`config.mk`:
```
export PLATFORM = sky130hd
export DESIGN_NAME = hazard_stall_unit
export DESIGN_NICKNAME = d
export VERILOG_FILES = /design/src/rtl/semimips_hazard_pkg.sv /design/src/rtl/mdu_busy_counter.sv /design/src/rtl/hazard_stall_unit.sv
export SDC_FILE = /design/constraint.sdc
export NUM_CORES = 1
export LEC_CHECK = 0
export ABC_CLOCK_PERIOD_IN_PS = 3100
export BUFFER_PORTS_ARGS = -buffer_cell sky130_fd_sc_hd__buf_2
export CAP_MARGIN = 20
export CELL_PAD_IN_SITES_DETAIL_PLACEMENT = 1
export CELL_PAD_IN_SITES_GLOBAL_PLACEMENT = 2
export CORE_MARGIN = 4
export CORE_UTILIZATION = 27
export CTS_CLUSTER_SIZE = 20
export DETAILED_ROUTE_END_ITERATION = 7
export GPL_TIMING_DRIVEN = 1
export PLACE_DENSITY = 0.78
export SYNTH_ARGS = -nofsm -noshare
export SYNTH_HDL_FRONTEND = slang
export SYNTH_SLANG_ARGS = --single-unit
```
`constraint.sdc`:
```
create_clock -name clk -period 3.1 [get_ports clk]
set_clock_uncertainty 0.2 [all_clocks]
set_input_delay 0.155 -clock clk [delete_from_list [all_inputs] [get_ports clk]]
set_output_delay 0.155 -clock clk [all_outputs]
set_load 0.005 [all_outputs]
```
`src/rtl/semimips_hazard_pkg.sv`:
```
// Shared types and helpers for the semiMIPS hazard/stall logic.
package semimips_hazard_pkg;

  typedef enum logic {
    RUN     = 1'b0,
    MDUWAIT = 1'b1
  } mdu_state_e;

  localparam logic [4:0] REG_ZERO = 5'd0;

  // Down-counter width needed to hold the MDU latency value itself.
  function automatic int mdu_cnt_width(input int latency);
    return (latency < 2) ? 1 : $clog2(latency + 1);
  endfunction

  // $0 is hardwired, so a write to it can never create a dependency.
  function automatic logic src_match(input logic [4:0] dst, input logic [4:0] rs,
                                     input logic [4:0] rt, input logic uses_rt);
    return (dst != REG_ZERO) && ((dst == rs) || (uses_rt && (dst == rt)));
  endfunction

endpackage

```
`src/rtl/mdu_busy_counter.sv`:
```
// Tracks how long the multi-cycle mult/div unit stays busy after a start leaves ID.
module mdu_busy_counter
  import semimips_hazard_pkg::*;
#(
  parameter int MDU_LATENCY = 4
) (
  input  logic clk,
  input  logic rst,
  input  logic start,
  output logic busy
);

  localparam int CW = mdu_cnt_width(MDU_LATENCY);

  mdu_state_e      state;
  logic [CW-1:0]   cnt;

  // Starts are only accepted in RUN; a start while busy is always stalled upstream.
  always_ff @(posedge clk) begin
    if (rst) begin
      state <= RUN;
      cnt   <= '0;
      busy  <= 1'b0;
    end else begin
      case (state)
        RUN: begin
          if (start) begin
            state <= MDUWAIT;
            cnt   <= CW'(MDU_LATENCY);
            busy  <= 1'b1;
          end
        end
        MDUWAIT: begin
          cnt <= cnt - CW'(1);
          if (cnt == CW'(1)) begin
            state <= RUN;
            busy  <= 1'b0;
          end
        end
        default: begin
          state <= RUN;
          busy  <= 1'b0;
        end
      endcase
    end
  end

endmodule

```
`src/rtl/hazard_stall_unit.sv`:
```
// Stall/bubble generator for load-use, ID-resolved branch and busy-MDU hazards.
module hazard_stall_unit
  import semimips_hazard_pkg::*;
#(
  parameter int MDU_LATENCY = 4,
  parameter int CNT_W       = 16
) (
  input  logic             clk,
  input  logic             rst,
  input  logic [4:0]       idrs,
  input  logic [4:0]       idrt,
  input  logic             idusesrt,
  input  logic             idbranch,
  input  logic             idmdustart,
  input  logic             idmduread,
  input  logic             idexmemrd,
  input  logic             idexregwr,
  input  logic [4:0]       idexregmuxout,
  input  logic             exmemmemrd,
  input  logic [4:0]       exmemregmuxout,
  output logic             pcwrite,
  output logic             ifidwrite,
  output logic             idexflush,
  output logic             mdubusy,
  output logic [CNT_W-1:0] stallcount
);

  localparam logic [CNT_W-1:0] CNT_MAX = '1;

  logic busy_q;
  logic idex_match;
  logic exmem_match;
  logic ld_haz;
  logic br_haz;
  logic mdu_haz;
  logic stall;

  assign idex_match  = src_match(idexregmuxout, idrs, idrt, idusesrt);
  assign exmem_match = src_match(exmemregmuxout, idrs, idrt, idusesrt);

  // Busy is forced low during reset so an abandoned MDU op never stalls anything.
  assign mdubusy = busy_q & ~rst;

  assign ld_haz  = idexmemrd & idex_match;
  assign br_haz  = idbranch & ((idexregwr & idex_match) | (exmemmemrd & exmem_match));
  assign mdu_haz = mdubusy & (idmduread | idmdustart);
  assign stall   = ld_haz | br_haz | mdu_haz;

  assign pcwrite   = ~(stall | rst);
  assign ifidwrite = ~(stall | rst);
  assign idexflush = stall | rst;

  always_ff @(posedge clk) begin
    if (rst) begin
      stallcount <= '0;
    end else if (stall && (stallcount != CNT_MAX)) begin
      stallcount <= stallcount + CNT_W'(1);
    end
  end

  mdu_busy_counter #(
    .MDU_LATENCY(MDU_LATENCY)
  ) u_mdu_busy_counter (
    .clk  (clk),
    .rst  (rst),
    .start(idmdustart & ~stall),
    .busy (busy_q)
  );

endmodule

```
# After elaboration in Yosys (flattened, before gate mapping)
# Index checks and enable logic that the tools add are counted.
# Widths: inputs -> output; s select.
word_totals:
  wordCells: 48
  input_bits: 29
  ff_bits: 21
  output_inout_bits: 20
classes:
  bitwise: 16
  muxes: 8
  n_eq_ne: 8
  reduce_logical: 10
  addsub: 2
op_table:
  columns: ["cell", "n"]
  rows:
  - ["$eq 5x5->1", 4]
  - ["$add 16x1->16 const B", 1]
  - ["$ne 16x16->1 const B", 1]
  - ["$reduce_bool 5->1", 2]
  - ["$and 1x1->1", 7]
  - ["$pmux 3 s2", 1]
  - ["$logic_and 1x1->1", 5]
  - ["$or 1x1->1", 5]
  - ["$mux 1", 4]
  - ["$not 1->1", 4]
  - ["$pmux 1 s2", 2]
  - ["$eq 3x1->1 const B", 1]
  - ["$mux 3", 1]
  - ["$sub 3x1->3 const B", 1]
  - ["$logic_or 1x1->1", 2]
  - ["$ne 2x1->1 const B", 1]
  - ["$ne 2x2->1 const B", 1]
  - ["$reduce_and 2->1", 1]

# Longest topological paths before layout
# Gate-level depths: netlist of run 1.
logic_depth:
  depth_word: 13
  ltp_mapped: 9
  ltp_nobuf: 7

# Modules after synthesis
# A second synthesis of run 1 with hierarchy kept.
unflattened:
  cells_unflattened: 184
  area_unflattened_um2: 1570.3
modules_own_cells:
  columns: ["module", "seq_area_each_um2", "area_each_um2", "cells_per_inst", "instances"]
  rows:
  - ["hazard_stall_unit", 320.3, 1332.5, 160, 1]
  - ["mdu_busy_counter", 100.1, 237.7, 24, 1]

# Worst setup path after synthesis of run 1
# OpenSTA, ideal clock, no wires.
synth_timing:
  path_kind: "register to register"
  from: "register stallcount[0]"
  to: "register stallcount[12]"
  arrival_ns: 2.048
  t_required_ns: 2.777
  setup_time_ns: 0.123
  stages_incl_launch_ff: 10
  period_less_slack_ns: 2.372
  setup_slack_ns: 0.728
  n_path_buf: 2
  cell_sequence: "dfxtp_1 -> ha_1 -> and3_1 -> and2_1 -> clkbuf_1 -> nor2b_1 -> a21oi_1 -> buf_2 -> nand4_1 -> mux2_1"
synth_via:
  elab_chain_len: 2
  elab_cells_between_ends: 3
  classes_between: "1 x add/sub; 1 x eq/ne; 1 x reduce/logical"
synth_rtl:
  columns: ["element", "line_no", "rtl"]
  rows:
  - ["start, declared", "hazard_stall_unit.sv:25", "output logic [CNT_W-1:0] stallcount"]
  - ["start signal, assigned", "hazard_stall_unit.sv:57", "stallcount <= stallcount + CNT_W'(1);"]
  - ["parallel branches: the longest is 2 deep, another holds $add 16x1->16", null, null]
# Several ways; the timed one is not identified.
# A chain may end at the register's enable or synchronous reset.

# Final worst setup path of run 1
layout_timing:
  from: "register stallcount[0]"
  to: "register stallcount[1]"
# The elaborated chain is that of the path after synthesis.

==> results of run 1 <==
==> cell families after synthesis <==
logic type / after synthesis / synth area share
xor gates and xnor gates: 24 / 0.153
buffers and inverters: 14 / 0.0474
and+or+nand+nor: 67 / 0.259
AOI/OAI and AO/OA: 27 / 0.151
adders and majority gates: 3 / 0.0274
muxes: 7 / 0.0556
DFF: 21 / 0.306
==> critical path, cell delays in order, from the launching register on <==
cell     delay [ps]
dfxtp_1         370
ha_1            270
and3_1          210
and2_1          210
nor2b_1         200
a21oi_1         540
buf_4           250
mux2i_1         220
nor2_1           50
==> metal layers <==
layer / track usage / wire [um]
met1: 0.147 / 1740
met2: 0.198 / 1650
met3: 0.0215 / 201
met4: 0.0619 / 80
met5: 0 / 0
==> layout make-up <==
| class | instances | area, um2 | area share |
|---|---|---|---|
| sequential | 21 | 420 | 0.244 |
| clock inverter | 1 | 5.00 | 0.00290 |
| multi-input combinational | 128 | 887 | 0.515 |
| tap | 67 | 83.8 | 0.0487 |
| inverter | 8 | 30.0 | 0.0174 |
| timing repair buffer | 50 | 255 | 0.148 |
| clock buffer | 3 | 41.3 | 0.0240 |
==> sequential cells by signal (all words and copies together) (netlist names) <==
signal                    flops
stallcount                   16
u_mdu_busy_counter.cnt        3
u_mdu_busy_counter.busy       1
u_mdu_busy_counter.state      1
==> final timing paths <==
path	end	cells after the start	from	slack [ps]
worst max-delay path	stallcount[1]$_SDFFE_PP0P_	8	stallcount[0]$_SDFFE_PP0P_	450
worst min-delay path	u_mdu_busy_counter.cnt[2]$_SDFFE_PP0P_	3	idmdustart	20
worst min register to register	stallcount[13]$_SDFFE_PP0P_	2	stallcount[13]$_SDFFE_PP0P_	300
worst max register to register	stallcount[1]$_SDFFE_PP0P_	8	stallcount[0]$_SDFFE_PP0P_	450
==> power groups by stage <==
stage	clock network, W	logic [W]	registers (W)
6_report	0.000182	0.000119	0.000288
5_1_grt	0.000204	0.000135	0.000290
4_1_cts	0.000190	0.000122	0.000288
3_5_place_dp	0	0.000121	0.000295
3_3_place_gp	0	0.000120	0.000295
2_1_floorplan	0	0.0000733	0.000293
==> metrics by stage <==
stage | setup slack (ps) | cells
6_report | 454 | 278
5_1_grt | 253 | 278
4_1_cts | 445 | 278
3_5_place_dp | 402 | 274
3_3_place_gp | 439 | 274
2_1_floorplan | 728 | 163
==> layout by cell type (no fill, tap or decap), types with 2 or more instances in the layout <==
cell	n
buf_2	48
dfxtp_1	21
nor2_1	20
xor2_1	18
inv_1	8
nand3_1	8
nor2b_1	7
a21oi_1	7
xnor2_1	6
nand2_1	6
nor3_1	4
or4_1	4
and3_1	4
nand4_1	4
a211oi_1	4
or2_2	3
mux2_1	3
ha_1	3
clkbuf_8	3
a32oi_1	2
nor4_1	2
mux2i_1	2
and2_1	2
a31o_2	2
o31ai_1	2
mux2_2	2
buf_4	2
==> results.toml, run 1 <==
[synthesis]
synth_edf_count = 0
synthesis.nets = 195
synth-seq-area-share = 0.306
ys.flop_type = "dfxtp_1"
yosysMostFrequentCell = "dfxtp_1"
synth.cell_area_um2 = 1370
yosysUniqueCellTypes = 41
yosys.area.top_type = "dfxtp_1"
syn_area_per_cell_um2 = 8.42
ys_seq_elements = 21
async_reset_ff_frac = 0
synth_warnings = 0
netlist_instances = 163
ys_top_cells_by_count = "dfxtp_1, nor2_1, xor2_1"
yosysTopAreaCellShare = 0.306
synth_area_leaders = "dfxtp_1, xor2_1, nor2_1, xnor2_1, nor2b_1"

[drt]
avgViaCountPerCell = 4.78
ant_nets = 0
firstDrtPassIters = 3
totalWireLength_um = 3670
avgRoutedWirePerCell_um = 13.2
num_vias = 1329
drt_iter0_markers = 41
drc = 0

[clocking]
clock_latency_ps = 270
cts_tree = "yes"
cts_hold_buf = 0
clock_path_buffers = 2
htreeDepth = 1
post_cts_buffers = 0
cts.sinks = 21
ctsResizeCount = 0
cts_inserted_buffers = 3
clockRootBuffer = "clkbuf_8"
path_clk_slew_ps = 80

[finish]
num_antenna_cells = 0
nNetsFinal = 244
fillers = 624
final_core_util = 0.358
drive_above_1_share = 0.303
fin_area_um2 = 1720
area_growth_pct = 25.5

[power_and_ir_drop]
p_switching_w = 0.000165
ir_drop_mv = 0.168
clockPowerShare = 0.308
switching_share = 0.281
leakagePower_nw = 0.749
power_report.internal_total_w = 0.000424
pwr-share-seq = 0.489
finalPower_w = 0.000589
share_comb_of_total_power = 0.203
pwr_density_cell_nw_per_um2 = 342

[grt]
overflow = 0
grt_pass1_vias = 1312
antenna_found_initial = 0
grt_usage = 0.120
grt_max_degree = 26
grt_pass1_wl_um = 5950

[critical_path]
critPathMaxFanout = 9
start_kind = "register"
worstSetupPathType = "register to register"
required_ps = 3060
end_kind = "register"
crit_arrival_ps = 2600

[sta]
holdWs_ps = 20.5
min_period_ps = 2650
finalSetupTns_ps = 0
worst_pin_slew_ps = 664
setup_viol = 0
max-slew-margin-rel = 0.557
drv_slew = 0
period_share = 0.853
rsz0062_at_grt = "no"
hold_viol_final = 0
fmax_mhz = 378

[floorplanning]
start_util = 0.285
ios = 49
die_area_um2 = 6290
chipWidth_um = 79.3
dieHeight_um = 79.3
placementRows = 25
fp.coreArea_um2 = 4820

[placement]
place_congestion = 0.765
placed_area_um2 = 1680
port_buffers = 48
place_hpwl_um = 3010

[worst_hold_path]
hold_class = "primary input to register"

[run_status]
outcome = "finished, final reports clean"

[flow_run]
timing.max_cap.violations = 0
Note: power is estimated with default switching activity, not from simulation.
==> run 2: changes to the inputs <==
- CORE_ASPECT_RATIO: not set -> 0.7
- SETUP_SLACK_MARGIN: not set -> 0.4
==> run 2 against run 1 <==
  * Critical path depth unchanged
  * Sequential power about the same
  * Critical endpoint is now stallcount[5]$_SDFFE_PP0P_
  * Design area down 0.22%
  * Clock power about the same
==> results.toml, run 2 (synthesis results as in run 1) <==
[drt]
top_layer = "met3"
drt_iter0_markers = 47
totalWireLength_um = 3800
dr_wl_met3_um = 165
met2WireLength_um = 1560
drc = 0
firstDrtPassIters = 4
avgViaCountPerCell = 4.76
avgRoutedWirePerCell_um = 13.6
num_vias = 1328
wl_met1_um = 2080
ant_nets = 0

[critical_path]
worstSetupPathType = "register to register"
end_kind = "register"
required_ps = 3050
critPathMaxFanout = 12
start_kind = "register"
crit_arrival_ps = 2400

[floorplanning]
chipWidth_um = 93.2
die_area_um2 = 6310
dieHeight_um = 67.7
fp.coreArea_um2 = 4830
start_util = 0.284
placementRows = 21
ios = 49

[finish]
nNetsFinal = 243
num_antenna_cells = 0
largest_reg_flops = 16
drive_above_1_share = 0.300
multiInputGateArea_um2 = 890
reg_top3 = "stallcount x16, u_mdu_busy_counter.cnt x3"
largest-register = "stallcount"
mostFrequentLayoutCell = "buf_2"
final_cell_mix = "buf_2, dfxtp_1, nor2_1"
area_growth_pct = 25.3
fillers = 627
ff_latch_area_um2 = 420

[sta]
min_period_ps = 2440
setup_viol = 0
worst_pin_slew_ps = 456
hold_viol_final = 0
period_share = 0.789
drv_slew = 0
timing.final.ws_setup_ps = 655
finalSetupTns_ps = 0
holdWs_ps = 21.5
max-slew-margin-rel = 0.694
fmax_mhz = 409
rsz0062_at_grt = "no"

[power_and_ir_drop]
pwr_density_cell_nw_per_um2 = 344
p_switching_w = 0.000166
pwr-share-seq = 0.487
ir_drop_mv = 0.152
leakagePower_nw = 0.742
share_comb_of_total_power = 0.205
power_report.internal_total_w = 0.000425
clockPowerShare = 0.308
switching_share = 0.281

[grt]
grt_max_degree = 27
overflow = 0
grt_pass1_wl_um = 6210
grt_pass1_vias = 1288
antenna_found_initial = 0
grt_usage = 0.124

[placement]
port_buffers = 48
place_hpwl_um = 3110
place_ws_ps = 591
place_congestion = 0.840

[clocking]
path_clk_slew_ps = 80
clockRootBuffer = "clkbuf_8"
clock_latency_ps = 260
cts_hold_buf = 0
htreeDepth = 1
cts_tree = "yes"
cts_inserted_buffers = 3
clock_path_buffers = 2
cts.sinks = 21

[run_status]
outcome = "finished, final reports clean"

[worst_hold_path]
hold_class = "primary input to register"

[flow_run]
timing.max_cap.violations = 0
run 2: cell count changes in the layout (fill, tap and decap cells not counted):
cell      before  now
nor2b_2        0    1
clkinv_2       1    0
nor2b_1        7    6
buf_4          2    1
clkbuf_1       0    1
run 2: metrics by stage:
stage | instances | util | power (W) | area (um2)
after CTS | 279 | 0.355 | 0.000602 | 1720
after floorplan | 163 | - | 0.000366 | 1370
after detailed placement | 275 | 0.346 | 0.000416 | 1670
final | 279 | 0.356 | 0.000591 | 1720
after global routing | 279 | 0.356 | 0.000626 | 1720
after global placement | 275 | 0.346 | 0.000415 | 1670
run 2: area by class of cell:
cell class / instances / area share
repair buffers: 49 / 0.144
clock buffers: 4 / 0.0262
inverters: 8 / 0.0175
well taps: 69 / 0.0502
multi-input cells: 128 / 0.517
flip-flops and latches: 21 / 0.245
run 2: power groups by stage:
stage	sequential [W]	combinational (W)	clock, W
floorplan	0.000293	0.0000733	0
global placement	0.000294	0.000121	0
detailed placement	0.000294	0.000121	0
CTS	0.000288	0.000122	0.000192
global route	0.000289	0.000136	0.000201
finish	0.000288	0.000121	0.000182
run 2: routing by layer:
layer | vias up | track usage
li1 | 679 | -
met5 | - | 0
met4 | 0 | 0.0219
met1 | 620 | 0.192
met3 | 0 | 0.0278
met2 | 29 | 0.171
run 2: path summary, 6_finish.rpt:
path                                    start                                endpoint  slack, ps  cells after the start
setup / recovery   stallcount[0]$_SDFFE_PP0P_              stallcount[5]$_SDFFE_PP0P_        660                      8
hold reg to reg   stallcount[15]$_SDFFE_PP0P_             stallcount[15]$_SDFFE_PP0P_        300                      2
hold / removal                     idmdustart  u_mdu_busy_counter.cnt[2]$_SDFFE_PP0P_         20                      3
setup reg to reg   stallcount[0]$_SDFFE_PP0P_              stallcount[5]$_SDFFE_PP0P_        660                      8
run 2: what timing repair did:
item,CTS,global route
resized for setup,0,1
buffers inserted,0,0
endpoints found under the setup margin,0,5
endpoints found under the hold margin,0,0
run 2: worst max-delay path, cell delays in order, from the launching register on:
cell	delay, ps
dfxtp_1	430
ha_1	240
and3_1	210
and2_1	260
nor2b_2	280
a21oi_1	60
buf_4	200
nand4_1	110
mux2_2	340
==> run 3: changes to the inputs <==
- ABC_CLOCK_PERIOD_IN_PS: 3100 -> 2000
- CORE_UTILIZATION: 27 -> 25
- PLACE_DENSITY: 0.78 -> 0.76
- clock period: 3.1 -> 2 ns (I/O delays scaled with it)
==> run 3 against run 2 <==
  * Maximum frequency rose by 23%
  * Final cell count increased by 20%
  * Wire length up 28%
  * Critical path type unchanged
  * Largest power group unchanged
  * Highest routed layer is now met4
==> results.toml, run 3 (synthesis results as in run 1) <==
[run_status]
outcome = "finished, final reports clean"

[drt]
totalWireLength_um = 4870
firstDrtPassIters = 4
drt_iter0_markers = 24
drc = 0
avgViaCountPerCell = 4.69
avgRoutedWirePerCell_um = 14.6
ant_nets = 0
num_vias = 1566

[finish]
drive_above_1_share = 0.599
area_growth_pct = 76.8
fin_area_um2 = 2430
nNetsFinal = 295
largest_reg_flops = 16
mostFrequentLayoutCell = "buf_4"
num_antenna_cells = 0
reg_top3 = "stallcount x16, u_mdu_busy_counter.cnt x3"
final_cell_mix = "buf_4, buf_2, nor2_1"
stdcell_count = 334
largest-register = "stallcount"

[placement]
port_buffers = 48
place_congestion = 0.769
dp_cells = 316
placed_area_um2 = 2040
place_hpwl_um = 3620

[clocking]
clockRootBuffer = "clkbuf_8"
cts.sinks = 21
clock_latency_ps = 270
clock_path_buffers = 2
htreeDepth = 1
cts_inserted_buffers = 3
path_clk_slew_ps = 80
cts_tree = "yes"

[grt]
grt_pass1_vias = 1610
overflow = 0
grt_pass1_wl_um = 7700
antenna_found_initial = 0
grt_usage = 0.143
grt_max_degree = 26

[sta]
min_period_ps = 1990
hold_viol_final = 0
fmax_mhz = 504
setup_viol = 0
finalSetupTns_ps = 0
period_share = 0.993
drv_slew = 0
worst_pin_slew_ps = 480
max-slew-margin-rel = 0.680
rsz0062_at_grt = "yes"

[critical_path]
worstSetupPathType = "register to register"
ff2ff_setup_slack_ps = 10
start_kind = "register"
cp_slowest_stage_delay_ps = 360
critPathMaxFanout = 8
end_kind = "register"
cp-startpoint = "stallcount[1]$_SDFFE_PP0P_"
crit_cells = 7
crit_arrival_ps = 1940
endpoint = "stallcount[12]$_SDFFE_PP0P_"
r2r-start = "stallcount[1]$_SDFFE_PP0P_"
required_ps = 1950
crit_buf_inv = 0
slowest_stage = "dfxtp_4"
reg2reg_depth = 7
r2r-end = "stallcount[12]$_SDFFE_PP0P_"
crit_chain = "ha_4, and3_4, and2_4, nor2b_4, a21oi_4, nand4_1, mux2_4"
critPathTopFamily = "simple AND/OR/NAND/NOR gates"

[floorplanning]
placementRows = 22
dieHeight_um = 70.0
ios = 49
chipWidth_um = 96.6
start_util = 0.260
die_area_um2 = 6760
fp.coreArea_um2 = 5290

[worst_hold_path]
hold_class = "primary input to register"
hold_depth = 3

[power_and_ir_drop]
ir_drop_mv = 0.195
pwr_density_cell_nw_per_um2 = 423
finalPower_w = 0.00103
leakagePower_nw = 1.07

[flow_run]
timing.max_cap.violations = 0
==> run 3: cell types whose count changed in the layout (fill, tap and decap cells not counted), moves of 4 or more <==
cell      delta
a211oi_1     -4
and3_1       -4
and3_4       +4
buf_2        -8
buf_4       +44
buf_6       +14
dfxtp_1      -6
dfxtp_2      +4
or4_1        -4
or4_4        +4
==> run 3: power by group <==
part	total (W)	internal [W]	switching [W]
clock network	0.000288	0.000142	0.000146
registers	0.000446	0.000432	0.0000133
logic	0.000292	0.000152	0.000140
total	0.00103	0.000727	0.000299
==> run 3: area by class of cell <==
cell class                      instances  area [um2]
Fill cell                             634        2860
Multi-Input combinational cell        128        1110
Timing Repair Buffer                  101         721
Sequential cell                        21         433
Tap cell                               72        90.1
Clock buffer                            4        45.0
Inverter                                8        30.0
==> run 3: worst min path at each step <==
stage / slack, ps / start / to
final: 20 / idmdustart / u_mdu_busy_counter.state$_SDFF_PP0_
after floorplan: 40 / rst / mdubusy
after global routing: 40 / idmdustart / u_mdu_busy_counter.busy$_SDFFE_PP0P_
after CTS: 20 / idmdustart / u_mdu_busy_counter.busy$_SDFFE_PP0P_
after detailed placement: 250 / idmdustart / u_mdu_busy_counter.cnt[2]$_SDFFE_PP0P_
after global placement: 250 / idmdustart / u_mdu_busy_counter.cnt[2]$_SDFFE_PP0P_
==> run 3: worst min-delay path: stages <==
cell and delay [ps]:
buf_2 140, a31oi_4 100, nor3_2 100
==> run 3: stage by stage <==
stage,utilization,setup WS (ps),hold slack (ps)
after detailed placement,0.385,-303,255
final,0.459,14.6,21.7
after CTS,0.439,18.4,19.9
after global placement,0.385,-270,251
after global routing,0.459,-39.7,36.9
after floorplan,-,-82.5,43.7
==> run 3: repair_timing <==
action	CTS	global route
hold endpoints to repair	1	0
buffers inserted	8	5
resized for setup	38	15
hold buffers	1	0
pin swaps	25	16
cloned	0	0
setup endpoints to repair	22	24
==> run 3: routing by layer <==
metal / up-vias / GRT usage / wire length (um)
met5: - / 0 / 0
met4: 0 / 0.0171 / 46
met3: 6 / 0.0323 / 153
met2: 23 / 0.231 / 2300
met1: 762 / 0.198 / 2370
li1: 775 / - / -
